[src/rtl/spram_data_ctrl.sv]
`default_nettype none
// ============================================================================
// Module   : spram_data_ctrl
// Purpose  : Byte/half/word load-store controller for the cascaded 16K x 32
//            SPRAM data memory, with idle-driven sleep/wake sequencing.
// Revision : 1.0 - initial release
// ============================================================================
module spram_data_ctrl #(
   parameter int IDLE_CYCLES = 256,
   parameter int WAKE_CYCLES = 4
) (
   input  logic        clk,
   input  logic        reset,
   input  logic        req_valid,
   output logic        req_ready,
   input  logic        req_we,
   input  logic [31:0] req_addr,
   input  logic [1:0]  req_size,
   input  logic        req_unsigned,
   input  logic [31:0] req_wdata,
   output logic        rsp_valid,
   output logic [31:0] rsp_rdata,
   output logic        rsp_err,
   output logic [13:0] mem_addr,
   output logic [31:0] mem_data_in,
   output logic [7:0]  mem_mask_wren,
   output logic        mem_wren,
   output logic        mem_chip_sel,
   output logic        mem_standby,
   output logic        mem_sleep,
   output logic        mem_poweroff,
   input  logic [31:0] mem_data_out
);

   typedef enum logic [2:0] {
      S_IDLE     = 3'd0,
      S_RD_ISSUE = 3'd1,
      S_RD_CAPT  = 3'd2,
      S_WR_ISSUE = 3'd3,
      S_ERR      = 3'd4,
      S_SLEEP    = 3'd5,
      S_WAKE     = 3'd6
   } state_t;

   localparam int c_IDLE_W = (IDLE_CYCLES > 2) ? $clog2(IDLE_CYCLES) : 1;
   localparam int c_WAKE_W = (WAKE_CYCLES > 2) ? $clog2(WAKE_CYCLES) : 1;
   localparam logic [c_IDLE_W-1:0] c_IDLE_LAST =
      c_IDLE_W'((IDLE_CYCLES > 0) ? IDLE_CYCLES - 1 : 0);
   localparam logic [c_WAKE_W-1:0] c_WAKE_LAST =
      c_WAKE_W'((WAKE_CYCLES > 0) ? WAKE_CYCLES - 1 : 0);
   localparam bit c_SLEEP_EN = (IDLE_CYCLES > 0);
   localparam bit c_WAKE_EN  = (WAKE_CYCLES > 0);

   state_t               r_state;
   state_t               w_next_state;
   logic [c_IDLE_W-1:0]  r_idle_cnt;
   logic [c_WAKE_W-1:0]  r_wake_cnt;

   logic                 w_accept;
   logic                 w_misaligned;
   logic [7:0]           w_st_mask;
   logic [31:0]          w_st_data;
   logic [31:0]          w_ld_shift;
   logic [31:0]          w_ld_data;

   logic [1:0]           r_ld_off;
   logic [1:0]           r_ld_size;
   logic                 r_ld_uns;

   logic                 r_rsp_valid;
   logic [31:0]          r_rsp_rdata;
   logic                 r_rsp_err;
   logic [13:0]          r_mem_addr;
   logic [31:0]          r_mem_data_in;
   logic [7:0]           r_mem_mask_wren;
   logic                 r_mem_wren;
   logic                 r_mem_chip_sel;
   logic                 r_mem_standby;
   logic                 r_mem_sleep;
   logic                 r_mem_poweroff;

   logic                 w_unused_addr;

   assign w_unused_addr = ^req_addr[31:16];

   assign req_ready = (r_state == S_IDLE) && !reset;
   assign w_accept  = req_valid && req_ready;

   // Halfwords need even addresses, words (and size 11) need 4-byte alignment.
   always_comb begin
      w_misaligned = 1'b0;
      case (req_size)
         2'b00:   w_misaligned = 1'b0;
         2'b01:   w_misaligned = req_addr[0];
         default: w_misaligned = |req_addr[1:0];
      endcase
   end

   always_comb begin
      w_st_mask = 8'hFF;
      w_st_data = req_wdata;
      case (req_size)
         2'b00: begin
            w_st_mask = 8'b0000_0011 << {req_addr[1:0], 1'b0};
            w_st_data = {4{req_wdata[7:0]}};
         end
         2'b01: begin
            w_st_mask = 8'h0F << {req_addr[1], 2'b00};
            w_st_data = {2{req_wdata[15:0]}};
         end
         default: begin
            w_st_mask = 8'hFF;
            w_st_data = req_wdata;
         end
      endcase
   end

   assign w_ld_shift = mem_data_out >> {r_ld_off, 3'b000};

   always_comb begin
      w_ld_data = w_ld_shift;
      case (r_ld_size)
         2'b00: w_ld_data = r_ld_uns ? {24'd0, w_ld_shift[7:0]}
                                     : {{24{w_ld_shift[7]}}, w_ld_shift[7:0]};
         2'b01: w_ld_data = r_ld_uns ? {16'd0, w_ld_shift[15:0]}
                                     : {{16{w_ld_shift[15]}}, w_ld_shift[15:0]};
         default: w_ld_data = w_ld_shift;
      endcase
   end

   always_ff @(posedge clk or posedge reset) begin
      if (reset) begin
         r_state <= S_IDLE;
      end else begin
         r_state <= w_next_state;
      end
   end

   always_comb begin
      w_next_state = r_state;
      case (r_state)
         S_IDLE: begin
            if (w_accept) begin
               if (w_misaligned) begin
                  w_next_state = S_ERR;
               end else if (req_we) begin
                  w_next_state = S_WR_ISSUE;
               end else begin
                  w_next_state = S_RD_ISSUE;
               end
            end else if (!req_valid && c_SLEEP_EN && (r_idle_cnt == c_IDLE_LAST)) begin
               w_next_state = S_SLEEP;
            end
         end
         S_RD_ISSUE: w_next_state = S_RD_CAPT;
         S_RD_CAPT:  w_next_state = S_IDLE;
         S_WR_ISSUE: w_next_state = S_IDLE;
         S_ERR:      w_next_state = S_IDLE;
         S_SLEEP: begin
            if (req_valid) begin
               w_next_state = c_WAKE_EN ? S_WAKE : S_IDLE;
            end
         end
         S_WAKE: begin
            if (r_wake_cnt == c_WAKE_LAST) begin
               w_next_state = S_IDLE;
            end
         end
         default: w_next_state = S_IDLE;
      endcase
   end

   // Idle counter restarts whenever anything happens; wake counter only runs in WAKE.
   always_ff @(posedge clk or posedge reset) begin
      if (reset) begin
         r_idle_cnt <= '0;
         r_wake_cnt <= '0;
      end else begin
         if ((r_state == S_IDLE) && !req_valid && (w_next_state == S_IDLE)) begin
            r_idle_cnt <= r_idle_cnt + c_IDLE_W'(1);
         end else begin
            r_idle_cnt <= '0;
         end
         if (r_state == S_WAKE) begin
            r_wake_cnt <= r_wake_cnt + c_WAKE_W'(1);
         end else begin
            r_wake_cnt <= '0;
         end
      end
   end

   always_ff @(posedge clk or posedge reset) begin
      if (reset) begin
         r_rsp_valid     <= 1'b0;
         r_rsp_rdata     <= '0;
         r_rsp_err       <= 1'b0;
         r_mem_addr      <= '0;
         r_mem_data_in   <= '0;
         r_mem_mask_wren <= '0;
         r_mem_wren      <= 1'b0;
         r_mem_chip_sel  <= 1'b0;
         r_mem_standby   <= 1'b0;
         r_mem_sleep     <= 1'b0;
         r_mem_poweroff  <= 1'b1;
         r_ld_off        <= '0;
         r_ld_size       <= '0;
         r_ld_uns        <= 1'b0;
      end else begin
         r_rsp_valid    <= 1'b0;
         r_mem_standby  <= 1'b0;
         r_mem_poweroff <= 1'b1;
         r_mem_sleep    <= (w_next_state == S_SLEEP);
         case (r_state)
            S_IDLE: begin
               if (w_accept) begin
                  r_ld_off  <= req_addr[1:0];
                  r_ld_size <= req_size;
                  r_ld_uns  <= req_unsigned;
                  if (!w_misaligned) begin
                     r_mem_addr     <= req_addr[15:2];
                     r_mem_chip_sel <= 1'b1;
                     r_mem_wren     <= req_we;
                     if (req_we) begin
                        r_mem_data_in   <= w_st_data;
                        r_mem_mask_wren <= w_st_mask;
                     end
                  end
               end
            end
            S_RD_ISSUE: begin
               r_mem_chip_sel <= 1'b0;
               r_mem_wren     <= 1'b0;
            end
            S_WR_ISSUE: begin
               r_mem_chip_sel <= 1'b0;
               r_mem_wren     <= 1'b0;
               r_rsp_valid    <= 1'b1;
               r_rsp_err      <= 1'b0;
               r_rsp_rdata    <= '0;
            end
            S_RD_CAPT: begin
               r_rsp_valid <= 1'b1;
               r_rsp_err   <= 1'b0;
               r_rsp_rdata <= w_ld_data;
            end
            S_ERR: begin
               r_rsp_valid <= 1'b1;
               r_rsp_err   <= 1'b1;
               r_rsp_rdata <= '0;
            end
            default: begin
               r_mem_chip_sel <= 1'b0;
               r_mem_wren     <= 1'b0;
            end
         endcase
      end
   end

   assign rsp_valid     = r_rsp_valid;
   assign rsp_rdata     = r_rsp_rdata;
   assign rsp_err       = r_rsp_err;
   assign mem_addr      = r_mem_addr;
   assign mem_data_in   = r_mem_data_in;
   assign mem_mask_wren = r_mem_mask_wren;
   assign mem_wren      = r_mem_wren;
   assign mem_chip_sel  = r_mem_chip_sel;
   assign mem_standby   = r_mem_standby;
   assign mem_sleep     = r_mem_sleep;
   assign mem_poweroff  = r_mem_poweroff;

endmodule
`default_nettype wire

[config.mk]
export PLATFORM = sky130hd
export DESIGN_NAME = spram_data_ctrl
export DESIGN_NICKNAME = d
export VERILOG_FILES = /design/src/rtl/spram_data_ctrl.sv
export SDC_FILE = /design/constraint.sdc
export NUM_CORES = 1
export LEC_CHECK = 0
export CAP_MARGIN = 0
export CORE_ASPECT_RATIO = 1.1
export CORE_MARGIN = 2
export CORE_UTILIZATION = 41
export CTS_BUF_LIST = sky130_fd_sc_hd__clkbuf_8
export CTS_CLUSTER_SIZE = 16
export DETAILED_ROUTE_END_ITERATION = 16
export HOLD_SLACK_MARGIN = 0.06
export PLACE_DENSITY = 0.79
export SYNTH_ARGS = -nofsm -noshare
export SYNTH_HDL_FRONTEND = slang
export SYNTH_SLANG_ARGS = --single-unit
[constraint.sdc]
create_clock -name clk -period 3.27 [get_ports clk]
set_input_delay 0.4905 -clock clk [delete_from_list [all_inputs] [get_ports clk]]
set_output_delay 0.4905 -clock clk [all_outputs]
set_load 0.01 [all_outputs]
---- Word level (Yosys, flattened, before mapping) ----
Index checks and enable logic that the tools add are counted.
word-level totals
  register bits ........................... 109
  input port bits ......................... 103
  output and inout port bits .............. 94
  logic and storage cells ................. 81
cells by class
  add/subtract/negate cells ............... 2
  eq/ne operators ......................... 13
  shifts and indexed selects .............. 3
  muxes and demuxes ....................... 24
  bitwise operators ....................... 2
  reductions and logical operators ........ 22
operators with widths
  operator               count
  $pmux W32 S2           3
  $mux W32               2
  $shr A32 B5 Y32        1
  $pmux W8 S2            1
  $mux W3                5
  $eq A3 B3 Y1 const B   4
  $pmux W3 S4            1
  $add A8 B1 Y8 const B  1
  $eq A8 B8 Y1 const B   1
  $mux W8                1
  $pmux W1 S2            4
  $reduce_or A2 Y1       4
  $shl A2 B3 Y8 const A  1
  $shl A4 B3 Y8 const A  1
  $eq A3 B2 Y1 const B   2
  $logic_not A3 Y1       2
  $reduce_and A3 Y1      2
  $logic_and A1 B1 Y1    5
  $mux W1                5
  $eq A2 B1 Y1 const B   2
  $logic_not A2 Y1       2
  $mux W2                2
  $ne A2 B2 Y1 const B   2
  $reduce_and A4 Y1      1
  other kinds (8)        11

---- Longest topological paths before layout ----
  depth in word-level cells ............... 8
  gate-level depth with buffers ........... 7
  depth with buffers taken out ............ 5

---- Worst setup path before layout ----
No wires, ideal clock.
  kind .................................... input -> register
  start point ............................. input req_size[0]
  end point ............................... register r_mem_data_in[0], in the netlist mem_data_in[0]
  library setup time ...................... 0.125 ns
  data arrival time ....................... 1.763 ns
  data required time ...................... 3.145 ns
  path slack .............................. 1.383 ns
  stages .................................. 6
  path buffers ............................ 3
  cell sequence ........................... clkbuf_1 > a21oi_1 > o2111ai_1 > buf_2 > clkbuf_1 > mux2_2
between the ends
  word-level cells in the longest chain between the ends .. 4
  elaborated cells between the ends (all ways) .. 5
  classes of those cells .................. eq/ne (1); mux (1); bitwise (1); reduce/logical (2)
ends and longest elaborated chain
  element                                                  RTL line  source
  from (decl)                                              18        input logic [1:0] req_size,
  $eq A2 B1 Y1 / $logic_not A2 Y1 (equally long branches)  92        case (req_size)
  $pmux W1 S2 *                                            92
  $not A1 Y1 (no line) *                                   --
  $reduce_and A4 Y1 (no line) *                            --
  to (signal assigned)                                     224       r_mem_data_in <= w_st_data;
  to (decl)                                                74        logic [31:0] r_mem_data_in;
Every way passes the cells marked *; elsewhere a longest branch is shown, timed or not.
A chain may end at the register's enable or synchronous reset.

---- Worst setup path after layout ----
  start point ............................. register r_state[1]
  end point ............................... output req_ready
between the ends
  word-level cells in the longest chain between the ends .. 2
ends and longest elaborated chain
  element                 RTL line  source
  from (decl)             54        state_t r_state;
  from (signal assigned)  135       r_state <= w_next_state;
  $logic_not A3 Y1        86        assign req_ready = (r_state == S_IDLE) && !reset;
  $logic_and A1 B1 Y1     86
  to (decl)               15        output logic req_ready,
Every way passes these cells.

==> key figures <==
Die
  • Die H: 120 um
  • Core region area: 12,000 um2
  • DIE AREA: 13,200 um2
  • Initial Util: 0.419
  • # rows: 42
  • Number of I/O pins: 197
  • Die width: 110 um

Clocking
  • Clock Sink Count: 105
  • Root Driver: clkbuf_8
  • Clock latency on the worst-skew pair: 0.36 ns
  • CTS clk-pin slew, worst paths: 0.09 ns
  • CTS tree: yes
  • CTS resizes: 0
  • CTS buffer count: 9
  • H-tree levels: 3
  • Clock Tree Buf Depth: 2
  • Post-CTS setup buffers: 0
  • Cts hold-fix bufs: 0

Global routing
  • GR Util All Layers: 0.207
  • Global-route wire length before repair: 21.2 mm
  • Initial antenna violation count: 0
  • Largest net degree at the start of global routing: 49
  • Grt total ovfl: 0
  • Vias in the first global route: 4,289

Timing
  • Peak Freq: 405 MHz
  • Hold WS: 0.446 ns
  • Sum Neg Setup Slack: 0 ns
  • RSZ-0062 raised after global routing: false
  • Max-slew violations: 0
  • Fin. Hold Viols: 0
  • Clock Skew: 0.00864 ns
  • Final setup fails: 0
  • Period utilisation layout: 0.754
  • Worst slew pin tran: 0.963 ns
  • Min cycle time layout: 2.47 ns
  • Relative slew slack: 0.355

Yosys
  • Yosys warning count: 0
  • Post-synth top cells: 105 x dfrtp_1, 57 x nand2_1, 54 x o21ai_0
  • Synth cell types: 43
  • Sequential fraction of the synthesis area: 0.523
  • Ys async rst share: 1.00
  • Count leader, synth: dfrtp_1
  • Post-synth top area share: 0.523
  • EDFF count, synth: 0
  • Synth area leaders: dfrtp_1 52%, mux2i_1 8.4%, mux2_2 7.4%
  • Gate Count Post-Synth: 470
  • Synth Cell Area: 5020 um2
  • #FFs+latches synth: 105
  • Syn nets: 575
  • Synthesized area per cell: 10.7 um2
  • Yosys top cell by area: dfrtp_1
  • Most used DFF post-synth: dfrtp_1

Critical path
  • CP arrival: 1.98 ns
  • Worst path max stage delay: 0.54 ns
  • Reg-to-reg slack, setup: 0.89 ns
  • Worst Path Max Fanout: 10
  • Setup CP Type: flop to output pin
  • Cell Chain, Critical Path: nor2_1 > nand2_1 > nor2_1 > clkdlybuf4s50_1
  • Slowest CP cell: clkdlybuf4s50_1
  • Most used cell, CP: nor2_1
  • Crit path launch type: flop
  • Element type at the critical path end: output pin
  • Crit Reg-Reg Startpoint: r_state[2]$_DFF_PP0_
  • Worst endpoint required time: 2.78 ns
  • FF-to-FF path depth: 4
  • CP top delay family: simple AND/OR/NAND/NOR gates
  • Critical path buffers and inverters: 1
  • RR Endpoint: rsp_rdata[25]$_DFFE_PP0P_

Cells and area
  • Multi-input logic area: 2200 um2
  • Fin nets: 735
  • Finished layout cell area: 7110 um2
  • Area delta synth->final: 41.5%
  • FF/Latch Area: 2630 um2
  • Ratio of cells with drive above 1 in the final layout: 0.124
  • N_diodes: 0
  • Fill count: 1,037

Min path
  • Number of cells on the worst hold path: 1
  • Hold Crit Class: flop to flop
  • Hold Path End: r_wake_cnt[0]$_DFF_PP0_
  • Hold Startpoint: r_wake_cnt[0]$_DFF_PP0_

Pwr
  • Power Dens Cells: 815 nW/um2
  • Total power: 5.79 mW
  • VDD IR-drop max: 0.399 mV
  • P_leak: 3.08 nW

Detailed routing
  • Vias/cell: 5.22
  • Router iterations before antenna repair: 5
  • Antenna Nets Post-Route: 0
  • Drt drc: 0
  • WL/cell: 17.3 um
  • Iter 0 DRT Violations: 146
  • Vias: 4,122
  • Routed wire length: 13.7 mm

Run
  • Max cap viols: 0

Placed design
  • Area after DPL: 6910 um2
  • Final HPWL DP: 10.5 mm
  • Port bufs: 178
  • RD Place Congestion: 0.796

Outcome
  • Status: finished, final reports clean
==> placed cells by master, fill, tap and decap left out, types with 4 or more instances in the layout <==
| cell | count |
|---|---|
| nand2_1 | 57 |
| nand3b_1 | 8 |
| clkdlybuf4s50_1 | 178 |
| nand3_1 | 4 |
| mux2_2 | 33 |
| dfrtp_1 | 105 |
| xnor2_1 | 4 |
| a221o_2 | 9 |
| nor2_1 | 35 |
| nand2b_1 | 5 |
| clkbuf_8 | 9 |
| nor2b_1 | 4 |
| buf_4 | 10 |
| a221o_1 | 6 |
| inv_1 | 5 |
| o21ai_0 | 54 |
| mux2i_1 | 42 |
| a21oi_1 | 30 |
==> registers in the layout (all words and copies together), names as in the netlist <==
register	flops
mem_sleep	1
rsp_err	1
rsp_valid	1
rsp_rdata	32
mem_chip_sel	1
mem_mask_wren	4
mem_wren	1
r_ld_uns	1
r_ld_size	2
r_state	3
r_wake_cnt	2
mem_data_in	32
mem_addr	14
r_ld_off	2
r_idle_cnt	8
==> cell type report <==
cell class,count,area share
inverters,5,0.00299
multi-input cells,320,0.309
clock inverters,7,0.0100
clock buffers,9,0.0174
well taps,154,0.0271
flip-flops and latches,105,0.370
repair buffers,189,0.264
==> power breakdown <==
part | leakage [nW] | switching [mW] | total [mW] | internal [mW]
clock | 0.0970 | 0.443 | 0.797 | 0.354
combinational | 1.63 | 1.23 | 2.79 | 1.57
sequential | 1.35 | 0.364 | 2.20 | 1.84
==> stage by stage <==
step                      std cells  worst slack, ns  utilization
after floorplan                 470           0.0190            -
after global placement          773            0.746        0.577
after detailed placement        773            0.682        0.577
after CTS                       789            0.782        0.593
after global routing            789            0.692        0.593
final                           789            0.803        0.593
==> metal layers <==
layer | GRT usage | vias up | wire length [um]
li1 | - | 1955 | -
met1 | 0.244 | 1994 | 5440
met5 | 0 | - | 0
met3 | 0.0712 | 12 | 1300
met2 | 0.353 | 161 | 6720
met4 | 0.0649 | 0 | 211
==> worst max path at each step <==
stage                               startpoint                         to  slack [ns]  cells past startpoint
after floorplan                          reset    mem_addr[0]$_DFFE_PP0P_        0.02                      1
after global placement        mem_data_out[31]  rsp_rdata[28]$_DFFE_PP0P_        0.75                      6
after detailed placement      mem_data_out[31]  rsp_rdata[28]$_DFFE_PP0P_        0.68                      6
after CTS                 r_state[1]$_DFF_PP0_                  req_ready        0.78                      4
after global routing      r_state[1]$_DFF_PP0_                  req_ready        0.69                      4
final                     r_state[1]$_DFF_PP0_                  req_ready        0.80                      4
==> cell families (layout without fill, tap and decap cells) <==
kind of cell	after synthesis	after routing	share of synthesized area
xor+xnor	6	6	0.0105
flops	105	105	0.523
simple gates	126	126	0.120
fa+ha+maj	2	2	0.00498
buf+inv	45	210	0.0443
mux	77	77	0.167
compound gates	107	107	0.130
other cells	2	2	0.00149
Note: power is estimated with default switching activity, not from simulation.
